--- config.mk ---
export PLATFORM = sky130hd
export DESIGN_NAME = mem_req_ctrl_flat
export DESIGN_NICKNAME = d
export VERILOG_FILES = /design/src/rtl/mem_req_ctrl_pkg.sv /design/src/rtl/mem_req_ctrl_if.sv /design/src/rtl/mem_req_ctrl_load_extend.sv /design/src/rtl/mem_req_ctrl.sv /design/src/flat_wrapper.sv
export SDC_FILE = /design/constraint.sdc
export NUM_CORES = 1
export LEC_CHECK = 0
export ABC_AREA = 1
export CAP_MARGIN = 20
export CELL_PAD_IN_SITES_DETAIL_PLACEMENT = 1
export CELL_PAD_IN_SITES_GLOBAL_PLACEMENT = 2
export CORE_ASPECT_RATIO = 0.8
export CORE_UTILIZATION = 26
export DETAILED_ROUTE_END_ITERATION = 6
export PLACE_DENSITY_LB_ADDON = 0.3
export SLEW_MARGIN = 10
export SYNTH_ARGS = -nofsm -noshare
export SYNTH_HDL_FRONTEND = slang
export SYNTH_SLANG_ARGS = --single-unit
--- constraint.sdc ---
create_clock -name clk -period 7.1 [get_ports clk]
set_input_delay 0.71 -clock clk [delete_from_list [all_inputs] [get_ports clk]]
set_output_delay 0.71 -clock clk [all_outputs]
set_load 0.01 [all_outputs]
--- src/rtl/mem_req_ctrl_pkg.sv ---
// Shared encodings for the data-memory request controller and its load
// extraction helper.
package mem_req_ctrl_pkg;

    typedef enum logic [2:0] {
        OP_LW  = 3'd0,
        OP_LH  = 3'd1,
        OP_LHU = 3'd2,
        OP_LB  = 3'd3,
        OP_LBU = 3'd4,
        OP_SW  = 3'd5,
        OP_SH  = 3'd6,
        OP_SB  = 3'd7
    } op_e;

    typedef enum logic [1:0] {
        IDLE   = 2'd0,
        REQ    = 2'd1,
        WAIT_R = 2'd2,
        DONE   = 2'd3
    } state_e;

    localparam logic [3:0] BE_WORD = 4'b1111;
    localparam logic [3:0] BE_HALF = 4'b0011;
    localparam logic [3:0] BE_BYTE = 4'b0001;

    function automatic logic is_store(op_e op);
        return op inside {OP_SW, OP_SH, OP_SB};
    endfunction

    // Bytes are always aligned; halves need bit 0 clear, words both bits.
    function automatic logic misaligned(op_e op, logic [1:0] lo);
        case (op)
            OP_LW, OP_SW:         return lo != 2'b00;
            OP_LH, OP_LHU, OP_SH: return lo[0];
            default:              return 1'b0;
        endcase
    endfunction

endpackage

--- src/rtl/mem_req_ctrl_if.sv ---
// Word-wide data-memory bus: request/grant plus read-data-valid return.
interface mem_req_ctrl_if #(parameter int AW = 32);
    logic          mem_req;
    logic          mem_we;
    logic [AW-1:0] mem_addr;
    logic [3:0]    mem_be;
    logic [31:0]   mem_wdata;
    logic          mem_gnt;
    logic          mem_rvalid;
    logic [31:0]   mem_rdata;

    modport master (
        output mem_req, mem_we, mem_addr, mem_be, mem_wdata,
        input  mem_gnt, mem_rvalid, mem_rdata
    );

    modport slave (
        input  mem_req, mem_we, mem_addr, mem_be, mem_wdata,
        output mem_gnt, mem_rvalid, mem_rdata
    );
endinterface

--- src/rtl/mem_req_ctrl_load_extend.sv ---
// Combinational lane select and sign/zero extension of a loaded word.
// Kept standalone so the fetch bypass can share it.
module load_extend
    import mem_req_ctrl_pkg::*;
(
    input  logic [2:0]  op_type,
    input  logic [1:0]  addr,
    input  logic [31:0] word,
    output logic [31:0] result
);
    logic [7:0]  b;
    logic [15:0] h;

    always_comb begin
        b      = word[{addr, 3'b000} +: 8];
        h      = word[{addr[1], 4'b0000} +: 16];
        result = word;
        case (op_e'(op_type))
            OP_LB:   result = {{24{b[7]}}, b};
            OP_LBU:  result = {24'h0, b};
            OP_LH:   result = {{16{h[15]}}, h};
            OP_LHU:  result = {16'h0, h};
            default: result = word;
        endcase
    end
endmodule

--- src/rtl/mem_req_ctrl.sv ---
// MEM-stage initiator: turns load/store ops into aligned word requests,
// stalls the pipe until completion and reports alignment/timeout errors.
module mem_req_ctrl
    import mem_req_ctrl_pkg::*;
#(
    parameter int TIMEOUT = 16,
    parameter int AW      = 32
) (
    input  logic          clk,
    input  logic          reset,
    input  logic          op_valid,
    input  logic [2:0]    op_type,
    input  logic [AW-1:0] op_addr,
    input  logic [31:0]   op_wdata,
    input  logic [31:0]   pc8,
    output logic          stall,
    output logic          done,
    output logic [31:0]   rdata,
    output logic          adel,
    output logic          ades,
    output logic          bus_err,
    mem_req_ctrl_if.master mem
);
    localparam int CW = $clog2(TIMEOUT + 1);
    localparam logic [CW-1:0] TMAX = CW'(TIMEOUT - 1);

    state_e        state_q, state_d;
    op_e           op_in, op_q;
    logic [1:0]    lo_q;
    logic [CW-1:0] cnt_q;
    logic [AW-1:0] addr_q;
    logic [3:0]    be_q, be_n;
    logic [31:0]   wdata_q, wdata_n, rdata_q, ext;
    logic          we_q, adel_q, ades_q, berr_q;
    logic          mis, st, tmo, capture;

    assign op_in = op_e'(op_type);
    assign mis   = misaligned(op_in, op_addr[1:0]);
    assign st    = is_store(op_in);

    // Lane placement for stores; loads always fetch the whole word.
    always_comb begin
        be_n    = BE_WORD;
        wdata_n = 32'h0;
        case (op_in)
            OP_SW: wdata_n = op_wdata;
            OP_SH: begin
                be_n    = BE_HALF << {op_addr[1], 1'b0};
                wdata_n = {2{op_wdata[15:0]}};
            end
            OP_SB: begin
                be_n    = BE_BYTE << op_addr[1:0];
                wdata_n = {4{op_wdata[7:0]}};
            end
            default: ;
        endcase
    end

    load_extend u_ext (
        .op_type (op_q),
        .addr    (lo_q),
        .word    (mem.mem_rdata),
        .result  (ext)
    );

    // A zero-latency responder may return data in the grant cycle.
    assign capture = !we_q && mem.mem_rvalid &&
                     ((state_q == REQ && mem.mem_gnt) || state_q == WAIT_R);
    assign tmo = (cnt_q == TMAX) &&
                 ((state_q == REQ && !mem.mem_gnt) || (state_q == WAIT_R && !mem.mem_rvalid));

    always_comb begin
        state_d = state_q;
        case (state_q)
            IDLE:   if (op_valid) state_d = mis ? DONE : REQ;
            REQ: begin
                if (mem.mem_gnt)  state_d = (we_q || mem.mem_rvalid) ? DONE : WAIT_R;
                else if (tmo)     state_d = DONE;
            end
            WAIT_R: if (mem.mem_rvalid || tmo) state_d = DONE;
            DONE:   state_d = IDLE;
            default: state_d = IDLE;
        endcase
    end

    always_ff @(posedge clk or posedge reset) begin
        if (reset) begin
            state_q <= IDLE;
            op_q    <= OP_LW;
            lo_q    <= 2'b00;
            cnt_q   <= '0;
            addr_q  <= '0;
            be_q    <= 4'h0;
            wdata_q <= 32'h0;
            we_q    <= 1'b0;
            rdata_q <= 32'h0;
            adel_q  <= 1'b0;
            ades_q  <= 1'b0;
            berr_q  <= 1'b0;
        end else begin
            state_q <= state_d;
            case (state_q)
                IDLE: if (op_valid) begin
                    op_q    <= op_in;
                    lo_q    <= op_addr[1:0];
                    adel_q  <= mis && !st;
                    ades_q  <= mis && st;
                    berr_q  <= 1'b0;
                    rdata_q <= 32'h0;
                    if (!mis) begin
                        addr_q  <= {op_addr[AW-1:2], 2'b00};
                        be_q    <= be_n;
                        wdata_q <= wdata_n;
                        we_q    <= st;
                        cnt_q   <= '0;
                    end
                end
                REQ, WAIT_R: begin
                    cnt_q <= cnt_q + CW'(1);
                    if (capture) rdata_q <= ext;
                    if (tmo)     berr_q  <= 1'b1;
                end
                DONE: begin
                    adel_q <= 1'b0;
                    ades_q <= 1'b0;
                    berr_q <= 1'b0;
                end
                default: ;
            endcase
        end
    end

    assign done          = (state_q == DONE);
    assign stall         = op_valid && (state_q != DONE);
    assign rdata         = rdata_q;
    assign adel          = done && adel_q;
    assign ades          = done && ades_q;
    assign bus_err       = done && berr_q;
    assign mem.mem_req   = (state_q == REQ);
    assign mem.mem_we    = we_q;
    assign mem.mem_addr  = addr_q;
    assign mem.mem_be    = be_q;
    assign mem.mem_wdata = wdata_q;

`ifndef SYNTHESIS
    always @(posedge clk) begin
        if (!reset && state_q == REQ && mem.mem_gnt && we_q)
            $display("%d@%h: *%h <= %h", $time, pc8 - 32'd8, op_addr, op_wdata);
    end
`endif

endmodule

--- src/flat_wrapper.sv ---
// flat-port wrapper written by rule: the top's interface ports become plain ports
module mem_req_ctrl_flat import mem_req_ctrl_pkg::*;
#(
    parameter int TIMEOUT = 16,
    parameter int AW      = 32
)
  (clk, reset, op_valid, op_type, op_addr, op_wdata, pc8, stall, done, rdata, adel, ades, bus_err, mem_mem_req, mem_mem_we, mem_mem_addr, mem_mem_be, mem_mem_wdata, mem_mem_gnt, mem_mem_rvalid, mem_mem_rdata);
  mem_req_ctrl_if #(.AW(AW)) mem_i ();
  input  logic clk;
  input  logic reset;
  input  logic op_valid;
  input  logic [2:0] op_type;
  input  logic [AW-1:0] op_addr;
  input  logic [31:0] op_wdata;
  input  logic [31:0] pc8;
  output logic stall;
  output logic done;
  output logic [31:0] rdata;
  output logic adel;
  output logic ades;
  output logic bus_err;
  output wire logic [$bits(mem_i.mem_req)-1:0] mem_mem_req;
  output wire logic [$bits(mem_i.mem_we)-1:0] mem_mem_we;
  output wire logic [$bits(mem_i.mem_addr)-1:0] mem_mem_addr;
  output wire logic [$bits(mem_i.mem_be)-1:0] mem_mem_be;
  output wire logic [$bits(mem_i.mem_wdata)-1:0] mem_mem_wdata;
  input wire logic [$bits(mem_i.mem_gnt)-1:0] mem_mem_gnt;
  input wire logic [$bits(mem_i.mem_rvalid)-1:0] mem_mem_rvalid;
  input wire logic [$bits(mem_i.mem_rdata)-1:0] mem_mem_rdata;
  assign mem_mem_req = mem_i.mem_req;
  assign mem_mem_we = mem_i.mem_we;
  assign mem_mem_addr = mem_i.mem_addr;
  assign mem_mem_be = mem_i.mem_be;
  assign mem_mem_wdata = mem_i.mem_wdata;
  assign mem_i.mem_gnt = mem_mem_gnt;
  assign mem_i.mem_rvalid = mem_mem_rvalid;
  assign mem_i.mem_rdata = mem_mem_rdata;
  mem_req_ctrl #(.TIMEOUT(TIMEOUT), .AW(AW)) u_core (.clk(clk), .reset(reset), .op_valid(op_valid), .op_type(op_type), .op_addr(op_addr), .op_wdata(op_wdata), .pc8(pc8), .stall(stall), .done(done), .rdata(rdata), .adel(adel), .ades(ades), .bus_err(bus_err), .mem(mem_i));
endmodule
==> flow_summary.json, run 1 <==
{
  "min_period_ns": 2.98,
  "power_density_nw_per_um2": 426,
  "crit_type": "primary input to flop",
  "crit_path_end_kind": "flop",
  "syn-cell-area_um2": 6170,
  "ys_ff_latch": 114,
  "synthCells": 809,
  "cp-start-kind": "primary input",
  "grt_pass1_vias": 6075,
  "dp.final_hpwl_um": 14100,
  "tritoncts": "done",
  "cp.arrival_ns": 3.28,
  "whs_path_depth": 2,
  "post_cts_buffers": 0,
  "cp_common_cell": "nand2_1",
  "grt_max_degree": 66,
  "hold_buffers": 0,
  "drive_above_1_share_pct": 8.87,
  "clock_path_buffers": 2,
  "core_um2": 23300,
  "fillers": 2804,
  "leakage_nw": 4.43,
  "wl_um": 20300,
  "first_pass_iters": 4,
  "cpPeakStageDelay_ns": 0.55,
  "rrSetupSlack_ns": 4.53,
  "critPathTopFamily": "buffers and inverters",
  "antenna_found_initial": 1,
  "p_sw_share_pct": 40.5,
  "synth-edff-count": 0,
  "rr_worst_depth": 7,
  "crit_fanout": 54,
  "worst_slew_pin_slew_ns": 0.974,
  "seqPwrFrac_pct": 29.9,
  "cts_root_buf": "clkbuf_16",
  "io_pins": 243,
  "combPwrFrac_pct": 46.2,
  "cts_made_buffers": 17,
  "cts_max_level": 4,
  "nets": 1144,
  "crit-reg2reg-launch": "u_core.state_q[0]",
  "multi_input_area_um2": 2740,
  "synthArstFlopShare_pct": 100,
  "ys_seq_area_share_pct": 46.2,
  "crit_path_top_delay_cell": "buf_4",
  "die-area_um2": 24400,
  "clk_pin_slew_ns": 0.06,
  "vias": 5904,
  "drc": 0,
  "grt_pass1_wl_um": 33300,
  "routedWlPerCell_um": 15.3,
  "via_per_inst": 4.45,
  "setup_viol": 0,
  "r2r_end": "u_core.mem.mem_addr[23]",
  "fin_setup_tns_ns": 0,
  "initial_core_util_pct": 26.5,
  "worstSkewPairLatency_ns": 0.43,
  "area_delta_synth_final_pct": 45.6,
  "crit_buf_inv": 3,
  "postCtsResizedCells": 0,
  "skew_ns": 0.00934,
  "gp_congestion": 0.733,
  "maxCapViolCount": 0,
  "chipHeight_um": 140,
  "report.power.total_w": 0.00383,
  "rsz0062_at_grt": "no",
  "syn_avg_cell_area_um2": 7.63,
  "holdCritStartpoint": "u_core.cnt_q[4]",
  "seqCellArea_um2": 2850,
  "drtIter0Drc": 301,
  "p_int_w": 0.00228,
  "final_antenna_net_count": 0,
  "hold_path_end": "u_core.cnt_q[4]",
  "p_sw_w": 0.00155,
  "ir_drop_mv": 0.146,
  "grt_overflow": 0,
  "cp.required_ns": 7.40,
  "cp_cell_sequence": "clkdlybuf4s50_1 -> inv_1 -> o21ai_1 -> nand2_1 -> nand3b_1 -> buf_4 -> nand2_1 -> nand2_1",
  "status": "complete, no violations",
  "max_slew_margin_pct": 35.1,
  "die_x_um": 174,
  "synth.distinct_cells": 33,
  "cts_sinks": 114,
  "power.share.clock_pct": 23.9,
  "hold_class": "flop to flop",
  "post-route-period-util_pct": 41.9,
  "hold_violations": 0,
  "diodes": 0,
  "yosysWarnings": 0,
  "maxSlewViolCount": 0,
  "ys.flop_type": "dfrtp_1",
  "io_buffers": 208,
  "max_freq_mhz": 336,
  "track_usage_pct": 17.5,
  "core.rowCount": 50
}
## cells in the mapped netlist, types with 6 or more instances
cell     count  share of area, %
buf_4       11               1.3
nand2_1    386                23
inv_1       68               4.1
ha_1         6               1.2
nand3_1     58               4.7
dfrtp_1    114                46
o21ai_0     31               2.5
buf_2       15               1.2
a21oi_1     12              0.97
nor2_1      13              0.79
a21oi_2     31               4.4
o21ai_1      6              0.49
buf_6        6               1.1
nand4_1     17               1.7
## power by group through the flow
| stage | sequential (W) | clock [W] | combinational (W) |
|---|---|---|---|
| after floorplan | 0.00122 | 0 | 0.000979 |
| after global placement | 0.00115 | 0 | 0.00180 |
| after detailed placement | 0.00115 | 0 | 0.00180 |
| after CTS | 0.00115 | 0.000943 | 0.00181 |
| after global routing | 0.00119 | 0.000966 | 0.00197 |
| final | 0.00115 | 0.000914 | 0.00177 |
## logic make-up after synthesis
logic type	after synthesis	share of synthesized area (%)
other	1	0.0607
adder cells (fa/ha/maj)	6	1.22
XOR/XNOR	1	0.142
AO/OA/AOI/OAI	81	8.47
flip-flops	114	46.2
buffers and inverters	112	9.51
AND/OR/NAND/NOR	494	34.4
## area by class of cell
type,instances,share of cell area (%)
Inverter,73,3.10
Tap cell,312,4.34
Timing Repair Buffer,212,23.5
Sequential cell,114,31.7
Clock inverter,14,1.99
Multi-Input combinational cell,584,30.5
Clock buffer,18,4.89
## how the worst max path moves through the flow
stage	start	to	slack [ns]	depth (start not counted)
CTS	op_type[1]	u_core.mem.mem_addr[23]	4.07	8
finish	op_type[1]	u_core.mem.mem_addr[23]	4.12	8
global route	op_type[1]	u_core.mem.mem_addr[23]	3.83	8
global placement	op_type[1]	u_core.mem.mem_addr[15]	3.60	8
detailed placement	op_type[1]	u_core.mem.mem_wdata[26]	3.62	8
floorplan	reset	u_core.adel_q	3.37	1
## stage by stage
step / util (%) / std cells / area (µm²) / hold WS (ns) / setup WS [ns]
3_5_place_dp: 35.9 / 1295 / 8370 / 0.460 / 3.62
2_1_floorplan: - / 810 / 6180 / 0.442 / 3.37
6_report: 38.5 / 1327 / 8990 / 0.474 / 4.12
4_1_cts: 38.5 / 1327 / 8990 / 0.475 / 4.07
3_3_place_gp: 35.9 / 1295 / 8370 / 0.457 / 3.60
5_1_grt: 38.5 / 1327 / 8990 / 0.497 / 3.83
## flip-flops by register name (all words and copies together), names as in the netlist, 2 cells and up
signal / flops
u_core.mem.mem_be: 4
u_core.cnt_q: 5
u_core.state_q: 2
u_core.op_q: 3
u_core.rdata: 32
u_core.lo_q: 2
u_core.mem.mem_addr: 30
u_core.mem.mem_wdata: 32
## metal layers
layer  up-vias  GRT usage (%)  wire length [µm]
met4         2           5.45               269
met2       154           25.4              8850
met5         -              0                11
met1      2806           23.2              9420
met3        24           7.49              1760
li1       2918              -                 -
## worst reg2reg max path: stages, from the launching register on
cell      delay (ns)
dfrtp_1         0.41
inv_1           0.11
ha_1            0.33
nand2_4         0.21
nand3b_1        0.63
buf_4           0.55
nand2_1         0.16
nand2_1         0.07
## layout by cell type (no fill, tap or decap), drive strengths merged
master / instances
buf: 4
ha: 6
nand4: 18
clkbuf: 18
or2: 1
inv: 75
bufinv: 3
xor2: 1
a31oi: 1
nand3: 63
nor2: 16
dfrtp: 114
clkinvlp: 3
o21ai: 37
clkinv: 6
nand2: 394
a21oi: 43
clkdlybuf4s50: 208
conb: 2
nand3b: 2
No activity file was read; power rests on OpenSTA's default activity.
==> run 2: changes to the inputs <==
- CORE_UTILIZATION: 26 -> 21
- clock period: 7.1 -> 2.48 ns (I/O delays scaled with it)
==> run 2 against run 1 <==
Clock skew is 0.0045 ns lower. Final cell count is 5.3% higher. Clock-buffer cell count is 1 higher. Largest power group unchanged. Wire length is 6.4% higher. Combinational power grew to 3.0 times the previous value. First-iteration DRC count is 13% lower. Sequential power grew to 2.8 times the previous value. Final area is 2.5% higher.
==> flow_summary.json, run 2 (same netlist as run 1, synthesis figures left out) <==
{
  "status": "complete, no violations",
  "ir_drop_mv": 0.483,
  "io_buffers": 208,
  "hold_class": "primary input to asynchronous set/reset pin",
  "final_antenna_net_count": 0,
  "chipHeight_um": 155,
  "grt_pass1_vias": 6120,
  "grt_pass1_wl_um": 34800,
  "core.rowCount": 55,
  "min_period_ns": 2.24,
  "clk_pin_slew_ns": 0.06,
  "crit_path_end_kind": "output pin",
  "crit_type": "flop to output pin",
  "rsz0062_at_grt": "no",
  "post_cts_buffers": 0,
  "nets": 1156,
  "first_pass_iters": 4,
  "drtIter0Drc": 262,
  "gp_congestion": 0.735,
  "postCtsResizedCells": 0,
  "cp.arrival_ns": 2.00,
  "final_core_util_pct": 32.3,
  "grt_max_degree": 67,
  "maxSlewViolCount": 0,
  "leakage_nw": 4.50,
  "core_um2": 28600,
  "layout_commonest_cell": "nand2_1",
  "worstSkewPairLatency_ns": 0.43,
  "track_usage_pct": 14.8,
  "tritoncts": "done",
  "routedWlPerCell_um": 15.5,
  "die-area_um2": 30100,
  "maxCapViolCount": 0,
  "grt_overflow": 0,
  "dp.final_hpwl_um": 15400,
  "die_x_um": 194,
  "cts_sinks": 114,
  "cts_max_level": 4,
  "skew_ns": 0.00480,
  "hold_buffers": 0,
  "hold_violations": 0,
  "cp-start-kind": "flop",
  "final_cell_mix": "nand2_1, clkdlybuf4s50_1, dfrtp_1",
  "clock_path_buffers": 2,
  "cts_made_buffers": 17,
  "fin_setup_tns_ns": 0,
  "wl_um": 21600,
  "cts_root_buf": "clkbuf_16",
  "setup_viol": 0,
  "crit_buf_inv": 1,
  "max_freq_mhz": 446,
  "crit_fanout": 6,
  "pre_cts_ws_ns": 0.304,
  "critPathTopFamily": "buffers and inverters",
  "post-route-period-util_pct": 90.5,
  "via_per_inst": 4.19,
  "antenna_found_initial": 0,
  "crit_path_top_delay_cell": "clkdlybuf4s50_1",
  "setup_ws_ns": 0.236,
  "io_pins": 243,
  "vias": 5859,
  "drive_above_1_share_pct": 9.93,
  "initial_core_util_pct": 21.6,
  "cp_cell_sequence": "ha_1 -> nor2_1 -> clkdlybuf4s50_1",
  "area_delta_synth_final_pct": 49.2,
  "cpPeakStageDelay_ns": 0.59,
  "drc": 0,
  "cp.required_ns": 2.23,
  "power_density_nw_per_um2": 1210,
  "diodes": 0,
  "fillers": 3396
}
==> run 2: cell types whose count changed in the layout (fill, tap and decap cells not counted) <==
cell        previous run  this run
clkinvlp_4             3         6
clkinv_2               1         3
buf_4                  4        11
inv_6                  3         0
buf_12                 0         5
inv_4                  2         1
clkinv_4               4         2
clkbuf_8               1         2
==> run 2: worst min-delay path: stages <==
cell             delay (ns)
clkdlybuf4s50_1        0.44
clkinvlp_4             0.12
buf_12                 0.30
==> run 2: final timing paths <==
check | start | to | slack, ns | depth (start not counted)
worst max register to register | u_core.state_q[0] | u_core.rdata[9] | 0.46 | 10
worst max-delay path | u_core.state_q[0] | stall | 0.24 | 3
worst min-delay path | reset | u_core.mem.mem_addr[6] | 0.28 | 3
max in group asynchronous | reset | u_core.rdata[16] | 1.85 | 3
worst min register to register | u_core.rdata[28] | u_core.rdata[28] | 0.47 | 2
min in group clk | op_addr[4] | u_core.mem.mem_addr[4] | 0.35 | 3
==> run 2: per-layer routing <==
metal  vias to the layer above  share of wire, %  track usage, %
li1                       2938                 -               -
met1                      2753                50            20.2
met2                       151                41            21.4
met3                        17               8.2            5.87
met4                         0               1.1            4.46
met5                         -                 0               0
==> run 2: final cells by class <==
cell class | count | area, µm² | area share, %
Clock buffer | 19 | 453 | 4.92
Clock inverter | 13 | 160 | 1.74
Inverter | 73 | 280 | 3.04
Multi-Input combinational cell | 584 | 2740 | 29.7
Sequential cell | 114 | 2850 | 31.0
Tap cell | 370 | 463 | 5.03
Timing Repair Buffer | 224 | 2260 | 24.6
==> run 2: power by group <==
part | switching, W | total, W | internal, W
logic | 0.00294 | 0.00532 | 0.00238
clock network | 0.000974 | 0.00260 | 0.00163
registers | 0.000554 | 0.00324 | 0.00268
total | 0.00447 | 0.0112 | 0.00669
==> run 2: through the flow <==
step,power [W],instance area (µm²),hold WS [ns],cells
6_report,0.0112,9210,0.283,1397
5_1_grt,0.0120,9210,0.309,1397
4_1_cts,0.0114,9210,0.278,1397
3_5_place_dp,0.00867,8600,0.464,1365
3_3_place_gp,0.00864,8600,0.458,1365
2_1_floorplan,0.00630,6180,0.358,810
